===== config.mk =====
export PLATFORM = sky130hd
export DESIGN_NAME = keyboard_matrix_sched_flat
export DESIGN_NICKNAME = d
export VERILOG_FILES = /design/src/rtl/keyboard_matrix_sched_if.sv /design/src/rtl/keyboard_matrix_sched.sv /design/src/flat_wrapper.sv
export SDC_FILE = /design/constraint.sdc
export NUM_CORES = 1
export LEC_CHECK = 0
export CAP_MARGIN = 20
export CORE_ASPECT_RATIO = 0.9
export CORE_MARGIN = 5
export CORE_UTILIZATION = 57
export CTS_BUF_LIST = sky130_fd_sc_hd__clkbuf_8
export DETAILED_ROUTE_END_ITERATION = 10
export MAX_ROUTING_LAYER = met4
export PLACE_DENSITY = 0.84
export SLEW_MARGIN = 20
export SYNTH_ARGS = -nofsm -noshare
export SYNTH_HDL_FRONTEND = slang
export SYNTH_SLANG_ARGS = --single-unit

===== constraint.sdc =====
create_clock -name clk -period 2.8 [get_ports clk]
set_clock_uncertainty 0.1 [all_clocks]
set_input_delay 0.56 -clock clk [delete_from_list [all_inputs] [get_ports clk]]
set_output_delay 0.56 -clock clk [all_outputs]
set_load 0.01 [all_outputs]

===== src/rtl/keyboard_matrix_sched_if.sv =====
// Bus bundle between the keyboard matrix scheduler and its environment
// (PS/2 translator, injection source, frame timing and CPU I/O decode).
interface keyboard_matrix_sched_if;
  logic        ps2_valid;
  logic [3:0]  ps2_row;
  logic [2:0]  ps2_col;
  logic        ps2_release;
  logic        inj_valid;
  logic        inj_ready;
  logic [3:0]  inj_row;
  logic [2:0]  inj_col;
  logic        inj_shift;
  logic        tick;
  logic        clear;
  logic [13:0] cpu_ka;
  logic [6:0]  cpu_kd;
  logic        inj_busy;

  modport master (
    output ps2_valid, ps2_row, ps2_col, ps2_release,
    output inj_valid, inj_row, inj_col, inj_shift,
    output tick, clear, cpu_ka,
    input  inj_ready, cpu_kd, inj_busy
  );

  modport slave (
    input  ps2_valid, ps2_row, ps2_col, ps2_release,
    input  inj_valid, inj_row, inj_col, inj_shift,
    input  tick, clear, cpu_ka,
    output inj_ready, cpu_kd, inj_busy
  );
endinterface


===== src/rtl/keyboard_matrix_sched.sv =====
// Keyboard matrix owner: merges live PS/2 key events with a queued
// key-injection stream replayed as timed press/hold/gap sequences, and
// serves active-low CPU row scans.
//
// state | meaning
// IDLE  | waiting for a queued injection entry
// PRESS | one cycle: drive the latched key (and SHIFT) into inj matrix
// HOLD  | key held, counting ticks until release
// GAP   | all injected keys released, counting ticks before next entry
module keyboard_matrix_sched #(
  parameter int HOLD_TICKS = 3,
  parameter int GAP_TICKS  = 2,
  parameter int FIFO_DEPTH = 8
) (
  input logic                    clk,
  input logic                    reset,
  keyboard_matrix_sched_if.slave bus
);

  localparam int HOLD_EFF = (HOLD_TICKS < 1) ? 1 : HOLD_TICKS;
  localparam int GAP_EFF  = (GAP_TICKS < 1) ? 1 : GAP_TICKS;
  localparam int MAX_T    = (HOLD_EFF > GAP_EFF) ? HOLD_EFF : GAP_EFF;
  localparam int CW       = $clog2(MAX_T + 1);
  localparam int AW       = $clog2(FIFO_DEPTH);
  localparam logic [CW-1:0] HOLD_LAST = CW'(HOLD_EFF - 1);
  localparam logic [CW-1:0] GAP_LAST  = CW'(GAP_EFF - 1);
  localparam logic [AW:0]   DEPTH_CNT = (AW + 1)'(FIFO_DEPTH);

  typedef enum logic [1:0] {S_IDLE, S_PRESS, S_HOLD, S_GAP} state_t;

  state_t             state_q, state_d;
  logic [CW-1:0]      cnt_q, cnt_d;
  logic [7:0]         ent_q, ent_d;
  logic [13:0][6:0]   live_q, live_d;
  logic [13:0][6:0]   inj_q, inj_d;
  logic [13:0][6:0]   eff_m;
  logic [6:0]         kd_q, kd_d;
  logic [AW:0]        wr_q, rd_q;
  logic [7:0]         mem_q [FIFO_DEPTH];
  logic [7:0]         head;
  logic               full, empty, push, pop;

  // Entry layout {shift, row[3:0], col[2:0]}; only in-matrix keys get pressed.
  function automatic logic key_ok(input logic [7:0] e);
    return (e[6:3] <= 4'd13) && (e[2:0] <= 3'd6);
  endfunction

  assign empty         = (wr_q == rd_q);
  assign full          = ((wr_q - rd_q) == DEPTH_CNT);
  assign bus.inj_ready = !reset && !full;
  assign push          = bus.inj_valid && bus.inj_ready && !bus.clear;
  assign head          = mem_q[rd_q[AW-1:0]];
  assign eff_m         = live_q | inj_q;
  assign bus.cpu_kd    = kd_q;
  assign bus.inj_busy  = !empty || (state_q != S_IDLE);

  // Live key events land directly in live_m; clear wins over a same-cycle event.
  always_comb begin
    live_d = live_q;
    if (bus.clear) begin
      live_d = '0;
    end else if (bus.ps2_valid && (bus.ps2_row <= 4'd13) && (bus.ps2_col <= 3'd6)) begin
      live_d[bus.ps2_row][bus.ps2_col] = ~bus.ps2_release;
    end
  end

  // CPU scan: OR every selected row of the effective matrix, invert for active-low data.
  always_comb begin
    logic [6:0] acc;
    acc = '0;
    for (int r = 0; r < 14; r++) begin
      if (!bus.cpu_ka[r]) acc = acc | eff_m[r];
    end
    kd_d = ~acc;
  end

  // Scheduler next-state: pop, press, hold and gap timing on tick pulses.
  always_comb begin
    state_d = state_q;
    cnt_d   = cnt_q;
    ent_d   = ent_q;
    inj_d   = inj_q;
    pop     = 1'b0;
    case (state_q)
      S_IDLE: begin
        if (!empty) begin
          pop   = 1'b1;
          ent_d = head;
          cnt_d = '0;
          // Out-of-matrix entries press nothing but still consume a gap slot.
          state_d = key_ok(head) ? S_PRESS : S_GAP;
        end
      end
      S_PRESS: begin
        inj_d[ent_q[6:3]][ent_q[2:0]] = 1'b1;
        if (ent_q[7]) inj_d[0][6] = 1'b1;
        cnt_d   = '0;
        state_d = S_HOLD;
      end
      S_HOLD: begin
        if (bus.tick) begin
          if (cnt_q == HOLD_LAST) begin
            inj_d   = '0;
            cnt_d   = '0;
            state_d = S_GAP;
          end else if (cnt_q != {CW{1'b1}}) begin
            cnt_d = cnt_q + 1'b1;
          end
        end
      end
      S_GAP: begin
        if (bus.tick) begin
          if (cnt_q == GAP_LAST) begin
            cnt_d   = '0;
            state_d = S_IDLE;
          end else if (cnt_q != {CW{1'b1}}) begin
            cnt_d = cnt_q + 1'b1;
          end
        end
      end
      default: state_d = S_IDLE;
    endcase
    if (bus.clear) begin
      state_d = S_IDLE;
      cnt_d   = '0;
      inj_d   = '0;
      pop     = 1'b0;
    end
  end

  // State, matrices, scan output and FIFO pointers.
  always_ff @(posedge clk) begin
    if (reset) begin
      state_q <= S_IDLE;
      cnt_q   <= '0;
      ent_q   <= '0;
      live_q  <= '0;
      inj_q   <= '0;
      kd_q    <= 7'h7F;
      wr_q    <= '0;
      rd_q    <= '0;
    end else begin
      state_q <= state_d;
      cnt_q   <= cnt_d;
      ent_q   <= ent_d;
      live_q  <= live_d;
      inj_q   <= inj_d;
      kd_q    <= kd_d;
      if (bus.clear) begin
        wr_q <= '0;
        rd_q <= '0;
      end else begin
        wr_q <= wr_q + {{AW{1'b0}}, push};
        rd_q <= rd_q + {{AW{1'b0}}, pop};
      end
    end
  end

  // Injection queue storage; only written on an accepted push.
  always_ff @(posedge clk) begin
    if (push) mem_q[wr_q[AW-1:0]] <= {bus.inj_shift, bus.inj_row, bus.inj_col};
  end

endmodule


===== src/flat_wrapper.sv =====
// flat-port wrapper written by rule: the top's interface ports become plain ports
module keyboard_matrix_sched_flat 
#(
  parameter int HOLD_TICKS = 3,
  parameter int GAP_TICKS  = 2,
  parameter int FIFO_DEPTH = 8
)
  (clk, reset, bus_ps2_valid, bus_ps2_row, bus_ps2_col, bus_ps2_release, bus_inj_valid, bus_inj_row, bus_inj_col, bus_inj_shift, bus_tick, bus_clear, bus_cpu_ka, bus_inj_ready, bus_cpu_kd, bus_inj_busy);
  keyboard_matrix_sched_if bus_i ();
  input logic clk;
  input logic reset;
  input wire logic [$bits(bus_i.ps2_valid)-1:0] bus_ps2_valid;
  input wire logic [$bits(bus_i.ps2_row)-1:0] bus_ps2_row;
  input wire logic [$bits(bus_i.ps2_col)-1:0] bus_ps2_col;
  input wire logic [$bits(bus_i.ps2_release)-1:0] bus_ps2_release;
  input wire logic [$bits(bus_i.inj_valid)-1:0] bus_inj_valid;
  input wire logic [$bits(bus_i.inj_row)-1:0] bus_inj_row;
  input wire logic [$bits(bus_i.inj_col)-1:0] bus_inj_col;
  input wire logic [$bits(bus_i.inj_shift)-1:0] bus_inj_shift;
  input wire logic [$bits(bus_i.tick)-1:0] bus_tick;
  input wire logic [$bits(bus_i.clear)-1:0] bus_clear;
  input wire logic [$bits(bus_i.cpu_ka)-1:0] bus_cpu_ka;
  output wire logic [$bits(bus_i.inj_ready)-1:0] bus_inj_ready;
  output wire logic [$bits(bus_i.cpu_kd)-1:0] bus_cpu_kd;
  output wire logic [$bits(bus_i.inj_busy)-1:0] bus_inj_busy;
  assign bus_i.ps2_valid = bus_ps2_valid;
  assign bus_i.ps2_row = bus_ps2_row;
  assign bus_i.ps2_col = bus_ps2_col;
  assign bus_i.ps2_release = bus_ps2_release;
  assign bus_i.inj_valid = bus_inj_valid;
  assign bus_i.inj_row = bus_inj_row;
  assign bus_i.inj_col = bus_inj_col;
  assign bus_i.inj_shift = bus_inj_shift;
  assign bus_i.tick = bus_tick;
  assign bus_i.clear = bus_clear;
  assign bus_i.cpu_ka = bus_cpu_ka;
  assign bus_inj_ready = bus_i.inj_ready;
  assign bus_cpu_kd = bus_i.cpu_kd;
  assign bus_inj_busy = bus_i.inj_busy;
  keyboard_matrix_sched #(.HOLD_TICKS(HOLD_TICKS), .GAP_TICKS(GAP_TICKS), .FIFO_DEPTH(FIFO_DEPTH)) u_core (.clk(clk), .reset(reset), .bus(bus_i));
endmodule

Word level (Yosys, flattened, before mapping)
Memory sizes are Yosys's and may differ from the RTL's. A register that Yosys moved wholly into a read port is not among the register bits.
Cells that the tools add are included.

operators by class
  equality and inequality tests = 13
  bitwise logic cells = 18
  $lt $le $gt $ge = 12
  reduce and logical (&&, ||, !) cells = 23
  mux-type cells = 47
  add/subtract/negate cells = 4

operator list
  kind                number
  $mux 98             2
  $or 98x98->98       2
  $pmux 98 s2         1
  $mux 7              16
  $bwmux 98           1
  $or 7x7->7          13
  $demux 7 s4         2
  $mux 2              12
  $pmux 2 s4          2
  $logic_and 1x1->1   10
  $lt 4x5->1 const B  2
  $add 4x1->4         2
  $ge 4x1->1 const B  2
  $le 4x4->1 const B  2
  $lt 3x4->1 const B  2
  $mux 1              8
  $ne 2x2->1 const B  4
  $not 7->7           1
  $demux 1 s3         2
  $eq 2x2->1 const B  3
  $ge 3x1->1 const B  2
  $le 3x3->1 const B  2
  $reduce_and 3->1    2
  $reduce_and 5->1    1
  14 further kinds    21

word-level totals
  input bits = 36
  memories = 1
  word-level logic and storage cells = 152
  output and inout bits = 9
  register bits = 223
  memory bits (writable) = 64

memory list
  memory        words  bits a word  read ports  clocked after memory_dff  wr ports  line                         text
  u_core.mem_q  8      8            1           1                         1         keyboard_matrix_sched.sv:39  logic [7:0] mem_q [FIFO_DEPTH];

Logic depth before layout (Yosys ltp)
Gate-level depths: netlist (run 1).

  depth after elaboration = 29
  gate-level depth with buffers = 12
  depth with buffers taken out = 10

Least setup slack after synthesis (run 1)
No wires, ideal clock.

  path type = reg2reg
  from = reg u_core.rd_q[1]
  to = mem u_core.mem_q[1][0], enable pin
  library setup time = 383 ps
  period minus slack after synthesis = 2734 ps
  data arrival time = 2251 ps
  data required time = 2317 ps
  slack = 66 ps
  stages on the path, launching flop included = 8
  path buffers = 0
  cells stage by stage = dfxtp_1 clkinv_1 ha_1 nor2b_1 o211a_1 o211ai_2 nand4_1 nor3_1

between the ends
  word-level cells in the longest chain between the ends = 8

RTL lines
  element                          line                          text
  start, declared                  keyboard_matrix_sched.sv:38   logic [AW:0] wr_q, rd_q;
  start signal, assigned           keyboard_matrix_sched.sv:154  rd_q <= rd_q + {{AW{1'b0}}, pop};
  $sub 4x4->4                      keyboard_matrix_sched.sv:49   assign full = ((wr_q - rd_q) == DEPTH_CNT);
  $eq 4x4->1                       keyboard_matrix_sched.sv:49
  $logic_not 1->1                  keyboard_matrix_sched.sv:50   assign bus.inj_ready = !reset && !full;
  $logic_and 1x1->1                keyboard_matrix_sched.sv:50
  $logic_and 1x1->1 (2 in series)  keyboard_matrix_sched.sv:51   assign push = bus.inj_valid && bus.inj_ready && !bus.clear;
  $mux 1                           keyboard_matrix_sched.sv:161  if (push) mem_q[wr_q[AW-1:0]] <= {bus.inj_shift, bus.inj_row, bus.inj_col};
  $mux 1 (not written as such)     keyboard_matrix_sched.sv:161
  end, declared                    keyboard_matrix_sched.sv:39

Every way passes these cells.

Worst setup path after layout (run 1)
  from = reg u_core.rd_q[1]
  to = out bus_inj_ready

between the ends
  word-level cells in the longest chain between the ends = 4

RTL lines
  element            line                         text
  $sub 4x4->4        keyboard_matrix_sched.sv:49
  $eq 4x4->1         keyboard_matrix_sched.sv:49
  $logic_not 1->1    keyboard_matrix_sched.sv:50
  $logic_and 1x1->1  keyboard_matrix_sched.sv:50
  end, declared      flat_wrapper.sv:23           output wire logic [$bits(bus_i.inj_ready)-1:0] bus_inj_ready;

Every way passes these cells.

==> flow_summary_export.csv, run 1 <==
group,metric,value,unit
power_and_ir_drop,switchingPower,0.00193,W
drt,initialDrtViolationCount,1179,
critical_path,timing.rr.end,"u_core.wr_q[1]$_SDFF_PP0_",
final_layout,post-route-util,67.3,%
floorplan,core_area,0.0199,mm^2
global_route,overflow,0,
power_and_ir_drop,vdd.ir_drop.worst,0.000527,V
critical_path,crit_path_max_fanout,3,
power_and_ir_drop,p_seq_share,51.4,%
critical_path,start_kind,"flip-flop",
global_route,grt_usage,28.3,%
timing,hold_viol,0,
min_path,min_from,"u_core.inj_q[79]$_SDFFE_PP0P_",
final_layout,final-seq-area,0.00639,mm^2
timing,worstMarginPinSlew,1.10,ns
critical_path,rrSetupSlack,0.30,ns
timing,finalCriticalPeriod,2.74,ns
timing,holdWs,0.368,ns
logic_synthesis,ys_warn_count,0,
logic_synthesis,synth_common_cells,"435 x nor2_1, 223 x dfxtp_1, 101 x a211oi_1",
critical_path,worstSetupPathType,"flip-flop to output port",
critical_path,r2r_cells,11,
logic_synthesis,dominantRegCellSynth,"dfxtp_1",
min_path,min_path_cells,1,
logic_synthesis,synth.most_common_cell,"nor2_1",
critical_path,crit_path_end_kind,"output port",
clocking,cts_buffer_depth,3,
logic_synthesis,synthDistinctLibCells,51,
clocking,clockRootBuffer,"clkbuf_8",
logic_synthesis,synth.area.top_cells,"dfxtp_1 39%, edfxtp_1 17%, nor2_1 14%",
clocking,cts_tree,"yes",
critical_path,worstPathArrival,2.08,ns
drt,ant_nets,0,
drt,vias_per_cell,6.18,
critical_path,critPathBufInv,2,
timing,setup_viol,0,
final_layout,area_growth,16.7,%
clocking,clk_latency,0.56,ns
final_layout,nets,1349,
min_path,hold_class,"flip-flop to flip-flop",
timing,max-slew-margin-rel,26.6,%
critical_path,crit_family,"compound AO/OA/AOI/OAI gates",
drt,first_pass_iters,6,
floorplan,die_h,145,um
floorplan,rows,49,
power_and_ir_drop,p_leak,4.39,nW
placement,dpl.hpwl,20600,um
final_layout,drive_gt1_share,10.9,%
critical_path,r2r-start,"u_core.rd_q[1]$_SDFF_PP0_",
job,maxCapViolCount,0,
clocking,ctsHoldBuffers,0,
critical_path,worstPathCellList,"clkinv_2 > ha_4 > nor2b_1 > o211a_1 > o211ai_2 > nor2b_4 > buf_6",
logic_synthesis,synth_seq_cells,287,
logic_synthesis,synth_area_leader_cell,"dfxtp_1",
global_route,antenna_found_initial,0,
drt,vias,9817,
logic_synthesis,syn_inst,1221,
drt,wire_per_inst,20.3,um
clocking,cts_sinks,287,
floorplan,start_util,57.7,%
floorplan,fp.dieW,160,um
power_and_ir_drop,intPower,0.00634,W
logic_synthesis,synth_top_area_share,38.9,%
final_layout,multi_input_area,0.00484,mm^2
placement,place_congestion,0.963,
status,outcome,"completed",
clocking,numCtsBuffers,44,
timing,period_share,98.0,%
power_and_ir_drop,p_comb_share,4.9,%
logic_synthesis,synth.avg_cell_area,9.41,um^2
logic_synthesis,async_reset_ff_share,0,%
critical_path,slowest_delay,0.35,ns
timing,drv_slew,0,
drt,wl,32200,um
global_route,grt_pass1_vias,9465,
logic_synthesis,syn-num-nets,1273,
critical_path,required,2.14,ns
min_path,hold_end,"u_core.inj_q[79]$_SDFFE_PP0P_",
critical_path,cpMaxStageDelayCell,"dfxtp_2",
global_route,grt_pass1_wl,50500,um
clocking,htreeDepth,2,
placement,io_buffers,44,
floorplan,die-area,0.0231,mm^2
power_and_ir_drop,p_per_area,618,mW/mm^2
final_layout,diodes,0,
floorplan,io_pins,45,
power_and_ir_drop,switching_share,23.4,%
timing,clock.fmax,0.364,GHz
global_route,grt_max_degree,84,
final_layout,num-fill-cells,1423,
clocking,clkTransAtPathRegs,0.06,ns
logic_synthesis,ys_seq_area_share,55.6,%
logic_synthesis,synth_edf_count,64,
power_and_ir_drop,clockPowerShare,43.7,%
logic_synthesis,netlist_area,0.0115,mm^2
drt,drc,0,
timing repair:
action,4_1_cts,5_1_grt
gates resized for setup,14,6
endpoints found under the setup margin,2,2
setup buffers,2,1
hold endpoints to repair,0,0
pin swaps,3,2
sequential cells by signal, indices dropped and copies added, names as in the netlist:
signal and cells:
u_core.bus.cpu_kd 7, u_core.ent_q 8, u_core.state_q 2, u_core.wr_q 4, u_core.live_q 98, u_core.mem_q 64, u_core.rd_q 4, u_core.inj_q 98
u_core.cnt_q 2
worst register-to-register path, stage by stage (launching register included):
cell      delay, ns
dfxtp_2        0.35
clkinv_2       0.08
ha_4           0.30
nor2b_1        0.22
o211a_1        0.18
o211ai_2       0.10
buf_4          0.14
buf_4          0.13
and3_1         0.16
ha_1           0.22
ha_1           0.28
and2_1         0.14
logic make-up (layout without fill, tap and decap cells):
| group | after synthesis | in the layout | share of synthesized area (%) |
|---|---|---|---|
| compound gates | 273 | 273 | 15.9 |
| buf+inv | 75 | 187 | 2.96 |
| xor+xnor | 6 | 6 | 0.654 |
| fa+ha+maj | 16 | 16 | 1.74 |
| flops | 287 | 287 | 55.6 |
| simple gates | 547 | 547 | 19.5 |
| mux | 17 | 17 | 3.62 |
layout by cell type (no fill, tap or decap), types with 2 or more instances in the layout:
cell and instances:
nor4_1 8, a311oi_1 7, edfxtp_1 64, nand3_1 12, clkinvlp_4 3, ha_1 13
or3_1 5, a211oi_1 101, nor2_1 434, xor2_1 2, and2_1 6, o21a_1 15
buf_4 42, nor3_1 16, nor2_4 2, nand2_2 2, nor2b_1 7, mux4_2 4
nand2_1 31, inv_1 25, clkinv_2 11, nand4b_1 4, xnor2_1 2, clkbuf_8 51
buf_12 6, a21o_1 7, o22ai_1 49, dfxtp_1 220, clkdlybuf4s50_1 42, nand4_1 5
a21oi_1 84, mux4_1 12, nand2b_1 6, dfxtp_2 3, nand3b_1 2, ha_4 3
bufinv_16 3
worst max-delay path by stage:
stage | from | to | slack (ns) | cells after the start
2_1_floorplan | u_core.rd_q[1]$_SDFF_PP0_ | u_core.mem_q[1][0]$_DFFE_PP_ | 0.07 | 7
3_3_place_gp | u_core.rd_q[1]$_SDFF_PP0_ | bus_inj_ready | 0.18 | 7
3_5_place_dp | u_core.rd_q[1]$_SDFF_PP0_ | bus_inj_ready | 0.13 | 7
4_1_cts | u_core.wr_q[0]$_SDFF_PP0_ | bus_inj_busy | 0.02 | 6
5_1_grt | u_core.rd_q[1]$_SDFF_PP0_ | bus_inj_ready | -0.04 | 7
6_report | u_core.rd_q[1]$_SDFF_PP0_ | bus_inj_ready | 0.06 | 7
metal layers:
metal	GRT usage [%]	vias to the layer above	part of all wire (%)	wire length [um]
met5	-	-	0	0
met4	13.7	0	4.3	1400
met3	5.75	140	11	3450
met2	42.9	555	45	14500
met1	36.8	4644	40	12900
li1	-	4478	-	-
power by group through the flow:
stage	clock [W]	sequential (W)	combinational (W)
finish	0.00362	0.00425	0.000403
global route	0.00383	0.00425	0.000424
floorplan	0	0.00434	0.000188
detailed placement	0	0.00434	0.000385
global placement	0	0.00434	0.000382
CTS	0.00364	0.00425	0.000389
metrics by stage:
step	setup WS [ns]	setup TNS [ns]	instance area, um^2	cells	power [W]
floorplan	0.0660	0	11500	1221	0.00453
global placement	0.181	0	12400	1503	0.00473
detailed placement	0.130	0	12400	1503	0.00473
CTS	0.0224	0	13400	1587	0.00828
global route	-0.0439	-0.0608	13400	1588	0.00851
finish	0.0559	0	13400	1588	0.00828
cell type report:
cell class	count	area share (%)
Clock inverter	31	1.73
Timing Repair Buffer	91	6.47
Multi-Input combinational cell	859	36.1
Inverter	14	0.401
Tap cell	255	2.38
Clock buffer	51	5.24
Sequential cell	287	47.7
(Power assumes the default switching activity.)
==> inputs of run 2 (changes only) <==
--- a/config.mk
+++ b/config.mk
@@ -13,6 +13,7 @@
 export DETAILED_ROUTE_END_ITERATION = 10
 export MAX_ROUTING_LAYER = met4
 export PLACE_DENSITY = 0.84
+export SETUP_SLACK_MARGIN = 0.3
 export SLEW_MARGIN = 20
 export SYNTH_ARGS = -nofsm -noshare
 export SYNTH_HDL_FRONTEND = slang
==> run 2 against run 1 <==
Effect of this change: cell count rose by 0.50%; critical path depth fell by 2; flip-flop and latch count did not move; maximum frequency rose by 0.68%; sequential power barely moved; register-to-register slack got worse by 0.16 ns; power fell by 3.9%; combinational power barely moved; hold slack got worse by 0.00084 ns; via count rose by 2.1%; utilization rose by 0.24 points.
==> flow_summary_export.csv, run 2 (same netlist as run 1, synthesis figures left out) <==
group,metric,value,unit
status,outcome,"completed",
min_path,hold_class,"flip-flop to flip-flop",
timing,hold_viol,0,
timing,layout_setup_ws,0.0744,ns
drt,vias_per_cell,6.28,
global_route,antenna_found_initial,0,
floorplan,core_area,0.0199,mm^2
drt,wl_met1,13300,um
placement,io_buffers,44,
timing,period_share,97.3,%
floorplan,rows,49,
clocking,cts_buffer_depth,3,
timing,max-slew-margin-rel,36.3,%
floorplan,start_util,57.7,%
final_layout,area_growth,17.1,%
critical_path,start_kind,"flip-flop",
timing,drv_slew,0,
final_layout,drive_gt1_share,12.2,%
drt,wl,34300,um
placement,dpl.hpwl,21100,um
drt,wire_per_inst,21.5,um
drt,ant_nets,0,
timing,worstMarginPinSlew,0.952,ns
drt,vias,10021,
clocking,cts_sinks,287,
critical_path,worstPathArrival,2.07,ns
critical_path,required,2.14,ns
timing,finalCriticalPeriod,2.73,ns
power_and_ir_drop,vdd.ir_drop.worst,0.000438,V
clocking,htreeDepth,2,
floorplan,die-area,0.0231,mm^2
power_and_ir_drop,p_per_area,591,mW/mm^2
global_route,overflow,0,
final_layout,layout_commonest_cell,"nor2_1",
global_route,grt_pass1_vias,9657,
final_layout,num-fill-cells,1421,
clocking,clockRootBuffer,"clkbuf_8",
drt,initialDrtViolationCount,1387,
final_layout,diodes,0,
timing,setup_viol,0,
global_route,grt_usage,29.4,%
drt,first_pass_iters,6,
critical_path,worstSetupPathType,"flip-flop to output port",
clocking,ctsHoldBuffers,0,
drt,met3WireLength,4030,um
clocking,numCtsBuffers,45,
placement,place_ws,0.107,ns
placement,dp_cells,1503,
global_route,grt_max_degree,84,
placement,place_congestion,0.922,
floorplan,die_h,145,um
timing,rsz0062_at_grt,"yes",
final_layout,nets,1358,
critical_path,crit_path_end_kind,"output port",
job,maxCapViolCount,0,
drt,route.met2.wl,15300,um
timing,holdWs,0.367,ns
drt,drc,0,
final_layout,final_cells,1596,
power_and_ir_drop,p_leak,4.41,nW
global_route,grt_pass1_wl,52200,um
floorplan,io_pins,45,
timing,clock.fmax,0.367,GHz
clocking,clkTransAtPathRegs,0.08,ns
critical_path,rrSetupSlack,0.14,ns
drt,top_layer_used,"met4",
clocking,cts_tree,"yes",
critical_path,crit_path_max_fanout,2,
clocking,clk_latency,0.55,ns
final_layout,final_cell_mix,"433 x nor2_1, 216 x dfxtp_1, 101 x a211oi_1, 84 x a21oi_1, 64 x edfxtp_1",
floorplan,fp.dieW,160,um
final_layout,post-route-util,67.5,%
[run 2: per-stage QoR]
| stage | cell area (um^2) | setup TNS [ns] | total power [W] |
|---|---|---|---|
| finish | 13400 | 0 | 0.00795 |
| detailed placement | 12400 | 0 | 0.00472 |
| floorplan | 11500 | 0 | 0.00453 |
| global route | 13400 | -0.00269 | 0.00820 |
| CTS | 13300 | 0 | 0.00796 |
| global placement | 12400 | 0 | 0.00472 |
[run 2: area by class of cell]
type	instances	area, um^2	share of cell area, %
Clock buffer	50	688	5.12
Clock inverter	32	148	1.10
Sequential cell	287	6400	47.6
Tap cell	255	319	2.37
Inverter	14	55.1	0.409
Multi-Input combinational cell	859	4910	36.5
Timing Repair Buffer	99	932	6.93
[run 2: critical path: stages, from the launching register on]
cell and delay, ns:
dfxtp_4 0.35, xor3_1 0.44, nor4_4 0.28, o211ai_2 0.14
nor2b_2 0.16, buf_2 0.14
[run 2: worst paths after layout]
| kind | from | to | cells after the start |
|---|---|---|---|
| worst max register to register | u_core.rd_q[1]$_SDFF_PP0_ | u_core.mem_q[0][7]$_DFFE_PP_ | 12 |
| worst min-delay path | u_core.inj_q[58]$_SDFFE_PP0P_ | u_core.inj_q[58]$_SDFFE_PP0P_ | 2 |
| worst max-delay path | u_core.wr_q[3]$_SDFF_PP0_ | bus_inj_ready | 5 |
| worst min register to register | u_core.inj_q[58]$_SDFFE_PP0P_ | u_core.inj_q[58]$_SDFFE_PP0P_ | 2 |
[run 2: per-layer routing]
layer	vias to the layer above	global-route usage [%]
li1	4493	-
met1	4708	38.1
met2	651	45.5
met3	169	6.17
met4	0	12.6
met5	-	-
[run 2: where the power goes]
group	internal (W)	switching (W)	total, W
Clock	0.00166	0.00164	0.00330
Sequential	0.00424	0.0000142	0.00425
Combinational	0.000132	0.000270	0.000403
[run 2: what timing repair did]
action,CTS,global route
buffers inserted,10,1
pin swaps,5,11
gates resized for setup,26,25
endpoints found under the setup margin,2,70
endpoints found under the hold margin,0,0
